[src/rtl/apb_master.sv]
// APB initiator: turns a valid/ready command stream into APB SETUP/ACCESS transfers and returns rdata/status.
// Latency: accept at edge T -> SETUP T+1, ACCESS T+2, rsp_valid from T+3; each pready=0 cycle adds one.
// Backpressure: one transfer in flight; cmd_ready only in IDLE, response held in RESP until rsp_ready.
module apb_master #(
    parameter int ADDR_W  = 12,
    parameter int DATA_W  = 32,
    parameter int TIMEOUT = 16
) (
    input  logic              pclk,
    input  logic              presetn,
    // command channel
    input  logic              cmd_valid,
    output logic              cmd_ready,
    input  logic              cmd_write,
    input  logic [ADDR_W-1:0] cmd_addr,
    input  logic [DATA_W-1:0] cmd_wdata,
    // response channel
    output logic              rsp_valid,
    input  logic              rsp_ready,
    output logic [DATA_W-1:0] rsp_rdata,
    output logic [1:0]        rsp_err,
    // APB
    output logic              psel,
    output logic              penable,
    output logic              pwrite,
    output logic [ADDR_W-1:0] paddr,
    output logic [DATA_W-1:0] pwdata,
    input  logic              pready,
    input  logic [DATA_W-1:0] prdata,
    input  logic [1:0]        pslverr
);

    // Counter only has to reach TIMEOUT-1; keep at least one bit so a disabled timeout still elaborates.
    localparam int CNT_W = (TIMEOUT > 2) ? $clog2(TIMEOUT) : 1;
    localparam logic [CNT_W-1:0] CNT_LAST = CNT_W'((TIMEOUT > 0) ? (TIMEOUT - 1) : 0);

    localparam logic [1:0] ERR_OK      = 2'b00;
    localparam logic [1:0] ERR_SLAVE   = 2'b01;
    localparam logic [1:0] ERR_TIMEOUT = 2'b10;

    typedef enum logic [1:0] {
        IDLE   = 2'd0,
        SETUP  = 2'd1,
        ACCESS = 2'd2,
        RESP   = 2'd3
    } state_t;

    state_t           state;
    logic [CNT_W-1:0] wait_cnt;
    logic             timeout_hit;

    // Ready only while idle and out of reset, so nothing is accepted during reset or in flight.
    assign cmd_ready   = (state == IDLE) && presetn;

    // Last permitted stalled ACCESS cycle; pready=1 in the same cycle still completes the transfer.
    assign timeout_hit = (TIMEOUT != 0) && (wait_cnt == CNT_LAST);

    // Transfer sequencer with all bus and response outputs registered.
    always_ff @(posedge pclk or negedge presetn) begin
        if (!presetn) begin
            state     <= IDLE;
            psel      <= 1'b0;
            penable   <= 1'b0;
            pwrite    <= 1'b0;
            paddr     <= '0;
            pwdata    <= '0;
            rsp_valid <= 1'b0;
            rsp_rdata <= '0;
            rsp_err   <= ERR_OK;
            wait_cnt  <= '0;
        end else begin
            case (state)
                IDLE: begin
                    psel    <= 1'b0;
                    penable <= 1'b0;
                    if (cmd_valid && cmd_ready) begin
                        pwrite <= cmd_write;
                        paddr  <= cmd_addr;
                        pwdata <= cmd_wdata;
                        psel   <= 1'b1;
                        state  <= SETUP;
                    end
                end
                SETUP: begin
                    penable  <= 1'b1;
                    wait_cnt <= '0;
                    state    <= ACCESS;
                end
                ACCESS: begin
                    if (pready) begin
                        psel      <= 1'b0;
                        penable   <= 1'b0;
                        rsp_valid <= 1'b1;
                        // Read data is kept even when the slave flags an error.
                        rsp_rdata <= pwrite ? '0 : prdata;
                        rsp_err   <= (|pslverr) ? ERR_SLAVE : ERR_OK;
                        state     <= RESP;
                    end else begin
                        wait_cnt <= wait_cnt + CNT_W'(1);
                        if (timeout_hit) begin
                            psel      <= 1'b0;
                            penable   <= 1'b0;
                            rsp_valid <= 1'b1;
                            rsp_rdata <= '0;
                            rsp_err   <= ERR_TIMEOUT;
                            state     <= RESP;
                        end
                    end
                end
                RESP: begin
                    if (rsp_ready) begin
                        rsp_valid <= 1'b0;
                        state     <= IDLE;
                    end
                end
                default: state <= IDLE;
            endcase
        end
    end

endmodule

[config.mk]
export PLATFORM = sky130hd
export DESIGN_NAME = apb_master
export DESIGN_NICKNAME = d
export VERILOG_FILES = /design/src/rtl/apb_master.sv
export SDC_FILE = /design/constraint.sdc
export NUM_CORES = 1
export LEC_CHECK = 0
export ABC_AREA = 0
export BUFFER_PORTS_ARGS = -buffer_cell sky130_fd_sc_hd__buf_2
export CORE_MARGIN = 2
export CORE_UTILIZATION = 44
export DETAILED_ROUTE_END_ITERATION = 8
export HOLD_SLACK_MARGIN = 0.05
export PLACE_DENSITY = 0.74
export SLEW_MARGIN = 30
export SYNTH_ARGS = -nofsm -noshare
export SYNTH_HDL_FRONTEND = slang
export SYNTH_SLANG_ARGS = --single-unit
[constraint.sdc]
create_clock -name pclk -period 1.9 [get_ports pclk]
set_input_delay 0.19 -clock pclk [delete_from_list [all_inputs] [get_ports pclk]]
set_output_delay 0.19 -clock pclk [all_outputs]
set_load 0.01 [all_outputs]
Yosys cells after proc, flatten, opt, wreduce, memory -nomap -nowiden
Cells that the tools add are included.
{ "word_totals": {"reg_bits": 88, "out_inout_bits": 83, "elab_cells": 57} }
{ "classes": {"addsub": 1, "n_eq_ne": 8, "n_mux": 22, "reduce_logical": 16} }
{ "op_table": {"columns": ["op", "n"], "rows": [
  ["32-bit two-way mux", 3],
  ["2-bit two-way mux", 6],
  ["2-bit AND reduction", 5],
  ["2-bit one-hot mux with 4 select lines", 1],
  ["4-bit one-hot mux with 2 select lines", 1],
  ["2-bit nonzero test", 4],
  ["1-bit two-way mux", 7],
  ["3-bit AND reduction", 2],
  ["4-bit by 1-bit adder with 4-bit output, second input constant", 1],
  ["2-bit equality test, second input constant", 2],
  ["4-bit equality test, second input constant", 1],
  ["4-bit two-way mux", 1],
  ["2-bit != test, second input constant", 2],
  ["1-bit one-hot mux with 2 select lines", 2],
  ["3-bit != test, second input constant", 1],
  ["1-bit one-hot mux with 3 select lines", 1],
  ["3-bit nonzero test", 1],
  ["2-bit by 1-bit equality test with 1-bit output, second input constant", 1],
  ["1-bit logical AND", 2],
  ["2-bit logical NOT", 1],
  ["2-bit by 1-bit != test with 1-bit output, second input constant", 1],
  ["2-bit OR reduction", 1]
]} }

Longest topological paths before layout
Gate-level depths: netlist (run 1).
{ "depth": {"word_depth": 5, "depth_mapped": 7, "depth_no_buf": 5} }

Least setup slack after synthesis (run 1)
OpenSTA, ideal clock, no wires.
{ "synth_path": {"path_type": "register -> register", "from": "register state[0]", "to": "register state[1]", "setup_ps": 128, "t_arrival_ps": 1484, "required_ps": 1772, "slack_ps": 289, "stages_incl_launch_ff": 6, "path_buffers": 1, "synth_period_minus_slack_ps": 1611, "cell_sequence": "dfrtp_1 > inv_1 > ha_1 > buf_2 > a221oi_2 > mux2_1"} }
{ "synth_between": {"elab_chain_cells": 5, "elab_cells_between_ends": 11} }
{ "synth_rtl": {"columns": ["item", "line_no", "rtl"], "rows": [
  ["start: declaration", "48", "state_t state;"],
  ["start signal: assignment", "61", "state <= IDLE;"],
  ["start signal: assignment", "81", "state <= SETUP;"],
  ["start signal: assignment", "87", "state <= ACCESS;"],
  ["2-bit logical NOT", "53, 72", null],
  ["1-bit logical AND", "53", "assign cmd_ready = (state == IDLE) && presetn;"],
  ["1-bit logical AND", "76", "if (cmd_valid && cmd_ready) begin"],
  ["2-bit by 1-bit != test with 1-bit output (no line)", null, null],
  ["3-bit AND reduction (no line)", null, null]
]} }
Parallel ways exist; a longest one is shown, timed or not.
A chain may end at the register's enable or synchronous reset.

Worst setup path after layout (run 1)
{ "layout_path": {"from": "register state[1]", "to": "register pwdata[18]"} }
{ "layout_between": {"elab_chain_cells": 4} }
{ "layout_rtl": {"columns": ["item", "line_no", "rtl"], "rows": [
  ["2-bit logical NOT *", "53, 72", null],
  ["1-bit logical AND", "53", null],
  ["1-bit logical AND", "76", null],
  ["2-bit AND reduction (no line) *", null, null],
  ["end signal: assignment", "79", "pwdata <= cmd_wdata;"],
  ["end: declaration", "27", "output logic [DATA_W-1:0] pwdata,"]
]} }
Mark *: on every way between the ends. The rest lies on a longest branch, timed or not.

==> summary.md, run 1 <==
| Metric | Value |
|---|---|
| Critical path peak fanout | 23 |
| Post-Layout Cell Count | 543 |
| Core Area | 8720 um2 |
| Hold Path Class | in -> reg |
| Fmax | 553 MHz |
| Pins over their slew limit | 0 |
| Die span in x | 98.6 um |
| Share of cells above drive strength 1 | 55.2% |
| Worst path required time | 2130 ps |
| # setup viols final | 0 |
| Die ar. | 9730 um2 |
| Port Buffer Count | 166 |
| Multi-input logic area | 1580 um2 |
| Final worst-path cycle share | 95.2% |
| Synth Register Bits | 88 |
| CTS buffer count | 9 |
| First-pass GRT wire length | 14000 um |
| Synth warnings | 0 |
| Synth top area share | 55.9% |
| Tightest Pin Transition | 762 ps |
| Antenna Nets Post-Route | 0 |
| Total congestion overflow | 0 |
| Largest net degree at the start of global routing | 61 |
| Antenna Cells | 0 |
| Cells after synthesis | 263 |
| Dpl hpwl | 6060 um |
| Mapped Area | 3940 um2 |
| Mapped Nets | 353 |
| DRC | 0 |
| Via count | 2753 |
| Placed Cells | 525 |
| Slew HR | 49.2% |
| # clock sinks | 88 |
| Critical Path Start Type | register |
| Area grow syn2layout | 28.2% |
| Longest Clk Path Bufs | 2 |
| CTS H-tree lvls | 3 |
| RSZ-0062 raised after global routing | no |
| Row cnt | 34 |
| Peak supply drop | 0.803 mV |
| First-pass DRT Iterations | 4 |
| Cell taking the most area after synthesis | dfrtp_1 |
| Post-synth EDFFs | 0 |
| Final hold violations | 0 |
| Synth area leaders | dfrtp_1 (56%), mux2_4 (15%), and4b_1 (8.1%), a21o_1 (6.3%), buf_6 (2.3%) |
| Final wirelength | 8580 um |
| Vias in the first global route | 2809 |
| Post-CTS setup buffers | 0 |
| # IOs | 167 |
| Worst path arrival time | 2040 ps |
| Unique masters post-synth | 35 |
| P_leak | 2.99 nW |
| Clock slew seen by the registers of the worst setup and hold paths | 90 ps |
| WL/cell | 15.8 um |
| Post-CTS Resized | 0 |
| Syn_area_per_cell | 15.0 um2 |
| Post-synth top flop | dfrtp_1 |
| Root Buffer | clkbuf_8 |
| Sum Neg Setup Slack | 0 ps |
| Vias per inst | 5.07 |
| Max_cap viols | 0 |
| Post-synthesis async set-or-reset flop share | 100% |
| Nets@finish | 522 |
| Worst setup EP type | register |
| Hold WS | 67.4 ps |
| P per Cell Area | 1520 nW/um2 |
| CTS tree | built |
| Antenna violations before repair | 0 |
| Starting density of the core | 45.2% |
| Fill count | 692 |
| Number of DRC markers in iteration 0 | 74 |
| Fin crit period | 1810 ps |
| Final GP Congestion | 0.741 |
| Outcome | completed |
| Seq. cell area | 2200 um2 |
| Critical path class | reg -> reg |
| Seq/Total Area, Yosys | 55.9% |
| Clk_skew | 10.9 ps |
| Clock Latency Late Sink | 340 ps |
| Tot GR Track Use | 17.8% |
| Die Y | 98.6 um |
| # hold bufs at CTS | 1 |
-- power by group --
part	internal (W)	total, W	switching (W)
clock	0.000490	0.00111	0.000620
combinational	0.00184	0.00335	0.00151
sequential	0.00270	0.00321	0.000504
-- final timing paths --
path                                               start                  endpoint  slack [ps]  depth (start not counted)
worst min register to register  rsp_rdata[8]$_DFFE_PN0P_  rsp_rdata[8]$_DFFE_PN0P_         470                          1
worst max-delay path                state[1]$_DFFE_PN0P_    pwdata[18]$_DFFE_PN0P_          90                          5
worst min-delay path                       cmd_wdata[25]    pwdata[25]$_DFFE_PN0P_          70                          2
max in group asynchronous                        presetn  rsp_rdata[0]$_DFFE_PN0P_         700                          3
min in group asynchronous                        presetn     paddr[10]$_DFFE_PN0P_         530                          3
worst max register to register      state[1]$_DFFE_PN0P_    pwdata[18]$_DFFE_PN0P_          90                          5
-- state kept, by name (all words and copies together) (netlist names) --
signal     count
penable        1
psel           1
paddr         12
wait_cnt       4
pwrite         1
rsp_valid      1
rsp_rdata     32
pwdata        32
state          2
rsp_err        2
-- synth_stat cells (2+ instances only) --
cell type  count
dfrtp_1       88
mux2_4        39
a21o_1        33
and4b_1       32
buf_6          8
clkbuf_1       8
mux2_2         8
ha_1           6
a21oi_1        3
buf_2          3
inv_1          3
nand2_1        3
nand2b_1       3
o21ai_0        3
nor2_1         2
xnor2_1        2
-- worst max-delay path: stages (launching register included) --
cell and delay (ps):
dfrtp_1 440, inv_1 100, ha_1 290, nand3_4 280, buf_12 270, mux2_4 310
-- layout make-up --
cell class	instances	share of cell area [%]
Sequential cell	88	43.6
Multi-Input combinational cell	152	31.4
Timing Repair Buffer	178	19.0
Clock buffer	10	2.72
Tap cell	108	2.68
Clock inverter	4	0.446
Inverter	3	0.223
-- through the flow --
| stage | setup WS (ps) | utilization, % | power, W | area (um2) |
|---|---|---|---|---|
| 2_1_floorplan | 289 | - | 0.00536 | 3940 |
| 3_3_place_gp | 171 | 55.6 | 0.00651 | 4850 |
| 3_5_place_dp | 90.1 | 55.6 | 0.00663 | 4850 |
| 4_1_cts | 72.8 | 57.6 | 0.00777 | 5020 |
| 5_1_grt | 4.23 | 57.9 | 0.00820 | 5050 |
| 6_report | 91.6 | 57.9 | 0.00767 | 5050 |
-- layout by cell type (no fill, tap or decap), drive strengths merged, types with 2 or more instances in the layout --
cell         synthesis  routed
a21o                33      33
a21oi                3       3
and4b               32      32
buf                 12     174
clkbuf               8      10
clkinv               0       3
dfrtp               88      88
dlygate4sd3          0       4
ha                   6       6
inv                  3       3
mux2                48      48
nand2                3       3
nand2b               4       4
nand3                2       2
nor2                 2       2
o21ai                3       3
xnor2                2       2
-- metal layers --
layer / up-vias / GRT usage [%] / wire length [um]
li1: 1296 / - / -
met1: 1321 / 24.2 / 3870
met2: 129 / 27.5 / 3930
met3: 7 / 5.60 / 680
met4: 0 / 6.01 / 95
met5: - / 0 / 0
-- kinds of logic (layout without fill, tap and decap cells) --
group                    Yosys count  count (layout)  share of synthesized area [%]
AND/OR/NAND/NOR                   49              49                           11.1
XOR/XNOR                           2               2                          0.445
adder cells (fa/ha/maj)            6               6                           1.91
multiplexers                      48              48                           17.4
buffers and inverters             23             195                           3.91
flip-flops                        88              88                           55.9
AO/OA/AOI/OAI                     47              47                           9.34
Note: power is estimated with default switching activity, not from simulation.
==> inputs of run 2 (changes only) <==
--- a/config.mk
+++ b/config.mk
@@ -7,6 +7,7 @@
 export LEC_CHECK = 0
 export ABC_AREA = 0
 export BUFFER_PORTS_ARGS = -buffer_cell sky130_fd_sc_hd__buf_2
+export CORE_ASPECT_RATIO = 1.1
 export CORE_MARGIN = 2
 export CORE_UTILIZATION = 44
 export DETAILED_ROUTE_END_ITERATION = 8
==> run 2 against run 1 <==
Compared with the run above: sequential cell count stayed put; sequential power is 2% higher; critical path depth is 4 lower; hold slack better by 2.1 ps; largest cell class unchanged; global-route usage hardly changed; first-iteration DRC count is 65% higher; die area hardly changed; final cell count is 1.1% higher; power is 3.5% higher; clock skew is 1.8 ps higher.
==> summary.md, run 2 (synthesis results as in run 1) <==
| Metric | Value |
|---|---|
| Outcome | completed |
| Fill count | 718 |
| Post-CTS Resized | 0 |
| Area post-placement | 4860 um2 |
| First-pass DRT Iterations | 4 |
| Nets@finish | 521 |
| Critical path buffers and inverters | 1 |
| Pins over their slew limit | 0 |
| Worst hold start | cmd_wdata[25] |
| Die span in x | 94.2 um |
| P per Cell Area | 1550 nW/um2 |
| Worst path top cell family by delay | flip-flops |
| # IOs | 167 |
| P_leak | 3.01 nW |
| Area grow syn2layout | 29.6% |
| Share of cells above drive strength 1 | 54.7% |
| Critical Path Start Type | register |
| Dpl hpwl | 6160 um |
| Slew HR | 39.5% |
| Port Buffer Count | 166 |
| Antenna violations before repair | 0 |
| Worst path arrival time | 1550 ps |
| CTS H-tree lvls | 3 |
| Tot GR Track Use | 17.8% |
| Max_cap viols | 0 |
| Biggest regs | pwdata: 32 flops, rsp_rdata: 32 flops, paddr: 12 flops |
| Core Area | 8780 um2 |
| Clock slew seen by the registers of the worst setup and hold paths | 80 ps |
| Design area | 5100 um2 |
| Tightest Pin Transition | 908 ps |
| Commonest cells after routing, fill and taps aside | buf_2 (165), dfrtp_1 (88), mux2_4 (39) |
| Worst r2r src | state[0]$_DFFE_PN0P_ |
| Final GP Congestion | 0.698 |
| Final hold violations | 0 |
| Root Buffer | clkbuf_8 |
| Pre-CTS setup slack | 219 ps |
| Worst path required time | 1710 ps |
| CTS buffer count | 9 |
| Worst path cell trace | buf_2 |
| CTS tree | built |
| RSZ-0062 raised after global routing | no |
| Antenna Nets Post-Route | 0 |
| Most common cell after layout, fill and taps aside | buf_2 |
| Final wirelength | 8880 um |
| Row cnt | 36 |
| WL/cell | 16.2 um |
| Final worst-path cycle share | 91.7% |
| Placed Cells | 530 |
| DRC | 0 |
| Vias in the first global route | 2720 |
| Critical path class | reg -> out |
| Hold Path Class | in -> reg |
| First-pass GRT wire length | 13400 um |
| Clk_skew | 12.7 ps |
| Die ar. | 9730 um2 |
| CP max stage delay | 940 ps |
| Via count | 2772 |
| Sum Neg Setup Slack | 0 ps |
| CP Launch Point | pwrite$_DFFE_PN0P_ |
| # clock sinks | 88 |
| Critical path peak fanout | 34 |
| Clock Latency Late Sink | 350 ps |
| Vias per inst | 5.05 |
| Post-Layout Cell Count | 549 |
| Longest Clk Path Bufs | 2 |
| Worst path slowest cell | dfrtp_1 |
| Die Y | 103 um |
| Final worst slack | 159 ps |
| Fin crit period | 1740 ps |
| Number of DRC markers in iteration 0 | 122 |
| Total congestion overflow | 0 |
| Largest net degree at the start of global routing | 63 |
| Worst setup EP type | output pin |
| Antenna Cells | 0 |
| Peak supply drop | 0.744 mV |
| # setup viols final | 0 |
| Fmax | 574 MHz |
| Starting density of the core | 44.9% |
| Final design utilization | 58.1% |
run 2: cell count changes in the layout (fill, tap and decap cells not counted):
cell / before / now
buf_12: 2 / 3
buf_4: 7 / 5
clkinv_2: 3 / 2
clkinvlp_4: 1 / 0
clkbuf_8: 10 / 9
clkbuf_1: 0 / 2
bufinv_16: 0 / 2
run 2: metrics by stage:
stage                     hold slack, ps  power (W)
after global routing                50.6    0.00847
final                               69.5    0.00793
after floorplan                     -106    0.00536
after CTS                           52.7    0.00803
after global placement              76.1    0.00652
after detailed placement            74.3    0.00664
run 2: cell type report:
| type | instances | area, um2 | share of cell area, % |
|---|---|---|---|
| flip-flops and latches | 88 | 2200 | 43.1 |
| well taps | 114 | 143 | 2.79 |
| multi-input cells | 152 | 1580 | 31.0 |
| clock inverters | 4 | 70.1 | 1.37 |
| inverters | 3 | 11.3 | 0.221 |
| clock buffers | 11 | 131 | 2.57 |
| repair buffers | 177 | 963 | 18.9 |
run 2: repair_timing:
item	4_1_cts	5_1_grt
buffers inserted	0	0
hold endpoints to repair	26	3
hold buffers	1	3
run 2: per-layer routing:
| metal | wire length, um | global-route usage, % | vias to the layer above | part of all wire (%) |
|---|---|---|---|---|
| met5 | 0 | 0 | - | 0 |
| met3 | 839 | 5.80 | 9 | 9.4 |
| met4 | 92 | 5.69 | 0 | 1.0 |
| li1 | - | - | 1297 | - |
| met1 | 3880 | 22.7 | 1330 | 44 |
| met2 | 4060 | 29.2 | 136 | 46 |
run 2: where the power goes:
part           total (W)  internal (W)  switching [W]
registers        0.00327       0.00270       0.000569
logic            0.00331       0.00185        0.00147
clock network    0.00135      0.000731       0.000617
run 2: final timing paths:
kind                                        endpoint  slack, ps  cells after the start
setup / recovery                              pwrite        160                      1
min in group asynchronous    wait_cnt[3]$_DFFE_PN0P_        290                      2
setup reg to reg            rsp_rdata[3]$_DFFE_PN0P_        220                      5
hold / removal                pwdata[25]$_DFFE_PN0P_         70                      2
max in group asynchronous  rsp_rdata[31]$_DFFE_PN0P_        580                      3
hold reg to reg             rsp_rdata[9]$_DFFE_PN0P_        480                      1
==> inputs of run 3 (changes only) <==
==> constraint.sdc (replaced) <==
create_clock -name pclk -period 2.2 [get_ports pclk]
set_input_delay 0.22 -clock pclk [delete_from_list [all_inputs] [get_ports pclk]]
set_output_delay 0.22 -clock pclk [all_outputs]
set_load 0.01 [all_outputs]
==> run 3 against run 2 <==
Compared with the run above: setup slack better by 260 ps; global-route usage decreased by 0.35 points; critical path depth up 4; count of clock-buffer cells in the layout stayed put; combinational power is 12% lower; first-iteration DRC count is 53% lower; non-clock buffer count down 3; register-to-register slack gained 200 ps; hold slack improved by 26 ps; critical path type is now reg -> reg; largest power group unchanged.
==> summary.md, run 3 (synthesis results as in run 1) <==
| Metric | Value |
|---|---|
| Outcome | completed |
| Fmax | 562 MHz |
| Worst setup EP type | register |
| Clock Power Share | 18.1% |
| Grt met3 use | 4.35% |
| Pre-CTS setup slack | 417 ps |
| Largest net degree at the start of global routing | 52 |
| Clock Latency Late Sink | 340 ps |
| Final worst slack | 421 ps |
| Slew HR | 57.4% |
| P_leak | 3.02 nW |
| Antenna violations before repair | 0 |
| Biggest regs | pwdata: 32 flops, rsp_rdata: 32 flops, paddr: 12 flops |
| Seq. cell area | 2200 um2 |
| GRT met1 Usage | 23.0% |
| Max_cap viols | 0 |
| Worst path required time | 2440 ps |
| Tightest Pin Transition | 639 ps |
| Switching Share | 33.2% |
| CTS buffer count | 9 |
| Antenna Nets Post-Route | 0 |
| Dpl hpwl | 6180 um |
| Peak supply drop | 0.702 mV |
| Commonest cells after routing, fill and taps aside | buf_2 (165), dfrtp_1 (88), mux2_4 (39) |
| Combinational Power Share | 42.1% |
| Area grow syn2layout | 29.5% |
| Post-Layout Cell Count | 547 |
| CP max stage delay | 440 ps |
| Tot GR Track Use | 17.5% |
| Internal | 0.00462 W |
| NetSw | 0.00229 W |
| First-pass DRT Iterations | 4 |
| Worst path cell trace | inv_1 -> ha_1 -> nand3_4 -> buf_12 -> mux2_4 |
| Die span in x | 94.2 um |
| Antenna Cells | 0 |
| WL/cell | 15.8 um |
| Total congestion overflow | 0 |
| Die Y | 103 um |
| Final hold violations | 0 |
| P per Cell Area | 1360 nW/um2 |
| Routing usage on met2 | 27.6% |
| Most common cell after layout, fill and taps aside | buf_2 |
| Clk_skew | 7.82 ps |
| Core Area | 8780 um2 |
| Vias per inst | 5.07 |
| Worst path slowest cell | dfrtp_1 |
| Multi-input logic area | 1580 um2 |
| CTS tree | built |
| # IOs | 167 |
| Final wirelength | 8650 um |
| Final worst-path cycle share | 80.8% |
| Worst path top cell family by delay | flip-flops |
| Nets@finish | 518 |
| DRC | 0 |
| # setup viols final | 0 |
| First-pass GRT wire length | 13100 um |
| Vias in the first global route | 2616 |
| RSZ-0062 raised after global routing | no |
| Root Buffer | clkbuf_8 |
| Number of DRC markers in iteration 0 | 57 |
| Row cnt | 36 |
| Port Buffer Count | 166 |
| Starting density of the core | 44.9% |
| Final design utilization | 58.1% |
| Flop pwr share | 39.8% |
| Worst path arrival time | 2010 ps |
| CTS H-tree lvls | 3 |
| Fill count | 706 |
| Fin crit period | 1780 ps |
| Die ar. | 9730 um2 |
| Hold Path Class | in -> reg |
| Critical path class | reg -> reg |
| Placed Cells | 530 |
| Via count | 2775 |
| # clock sinks | 88 |
| Most Crowded Layer GR | met2 |
| Sum Neg Setup Slack | 0 ps |
| Critical Path Start Type | register |
| Longest Clk Path Bufs | 2 |
| Critical path peak fanout | 23 |
| Critical path buffers and inverters | 2 |
| Clock slew seen by the registers of the worst setup and hold paths | 90 ps |
| Share of cells above drive strength 1 | 55.7% |
| Pins over their slew limit | 0 |
| Final GP Congestion | 0.700 |
run 3: cell count changes in the layout (fill, tap and decap cells not counted), sizes merged:
| cell | previous run | this run |
|---|---|---|
| dlygate4sd3 | 4 | 1 |
| clkinv | 2 | 3 |
run 3: final timing paths:
kind | start | endpoint | slack (ps) | depth (start not counted)
setup / recovery | state[0]$_DFFE_PN0P_ | pwdata[24]$_DFFE_PN0P_ | 420 | 5
hold / removal | cmd_wdata[4] | pwdata[4]$_DFFE_PN0P_ | 100 | 2
setup reg to reg | state[0]$_DFFE_PN0P_ | pwdata[24]$_DFFE_PN0P_ | 420 | 5
hold reg to reg | rsp_rdata[1]$_DFFE_PN0P_ | rsp_rdata[1]$_DFFE_PN0P_ | 470 | 1
max in group asynchronous | presetn | paddr[10]$_DFFE_PN0P_ | 1110 | 3
min in group asynchronous | presetn | state[1]$_DFFE_PN0P_ | 250 | 2
run 3: layout make-up:
type | instances | share of cell area (%)
clock inverter | 5 | 1.54
inverter | 3 | 0.221
tap | 114 | 2.79
clock buffer | 11 | 2.97
sequential | 88 | 43.1
multi-input combinational | 152 | 31.0
timing repair buffer | 174 | 18.3
run 3: worst reg2reg max path: stages (launching register included):
cell and delay, ps:
dfrtp_1 440, inv_1 100, ha_1 300, nand3_4 260, buf_12 260, mux2_4 320
run 3: metal layers:
metal  vias to the layer above  wire length (um)
met5                         -                 0
met1                      1336              3780
met4                         0               106
met3                         8               779
li1                       1290                 -
met2                       141              3990
run 3: timing repair:
| action | CTS | global route |
|---|---|---|
| gates resized for setup | 0 | 0 |
| hold buffers | 1 | 0 |
| hold endpoints to repair | 37 | 0 |
| setup buffers | 0 | 0 |
run 3: stage by stage:
stage | hold WS (ps) | total power, W | area (um2)
after floorplan | -75.6 | 0.00463 | 3940
after global routing | 75.3 | 0.00737 | 5100
after CTS | 72.0 | 0.00701 | 5100
after detailed placement | 47.1 | 0.00572 | 4860
final | 95.4 | 0.00692 | 5100
after global placement | 40.4 | 0.00562 | 4860
run 3: power by group through the flow:
stage               Sequential, W  Combinational (W)  Clock [W]
floorplan                 0.00307            0.00156          0
global placement          0.00276            0.00286          0
detailed placement        0.00277            0.00296          0
CTS                       0.00275            0.00296    0.00130
global route              0.00284            0.00317    0.00136
finish                    0.00275            0.00291    0.00125
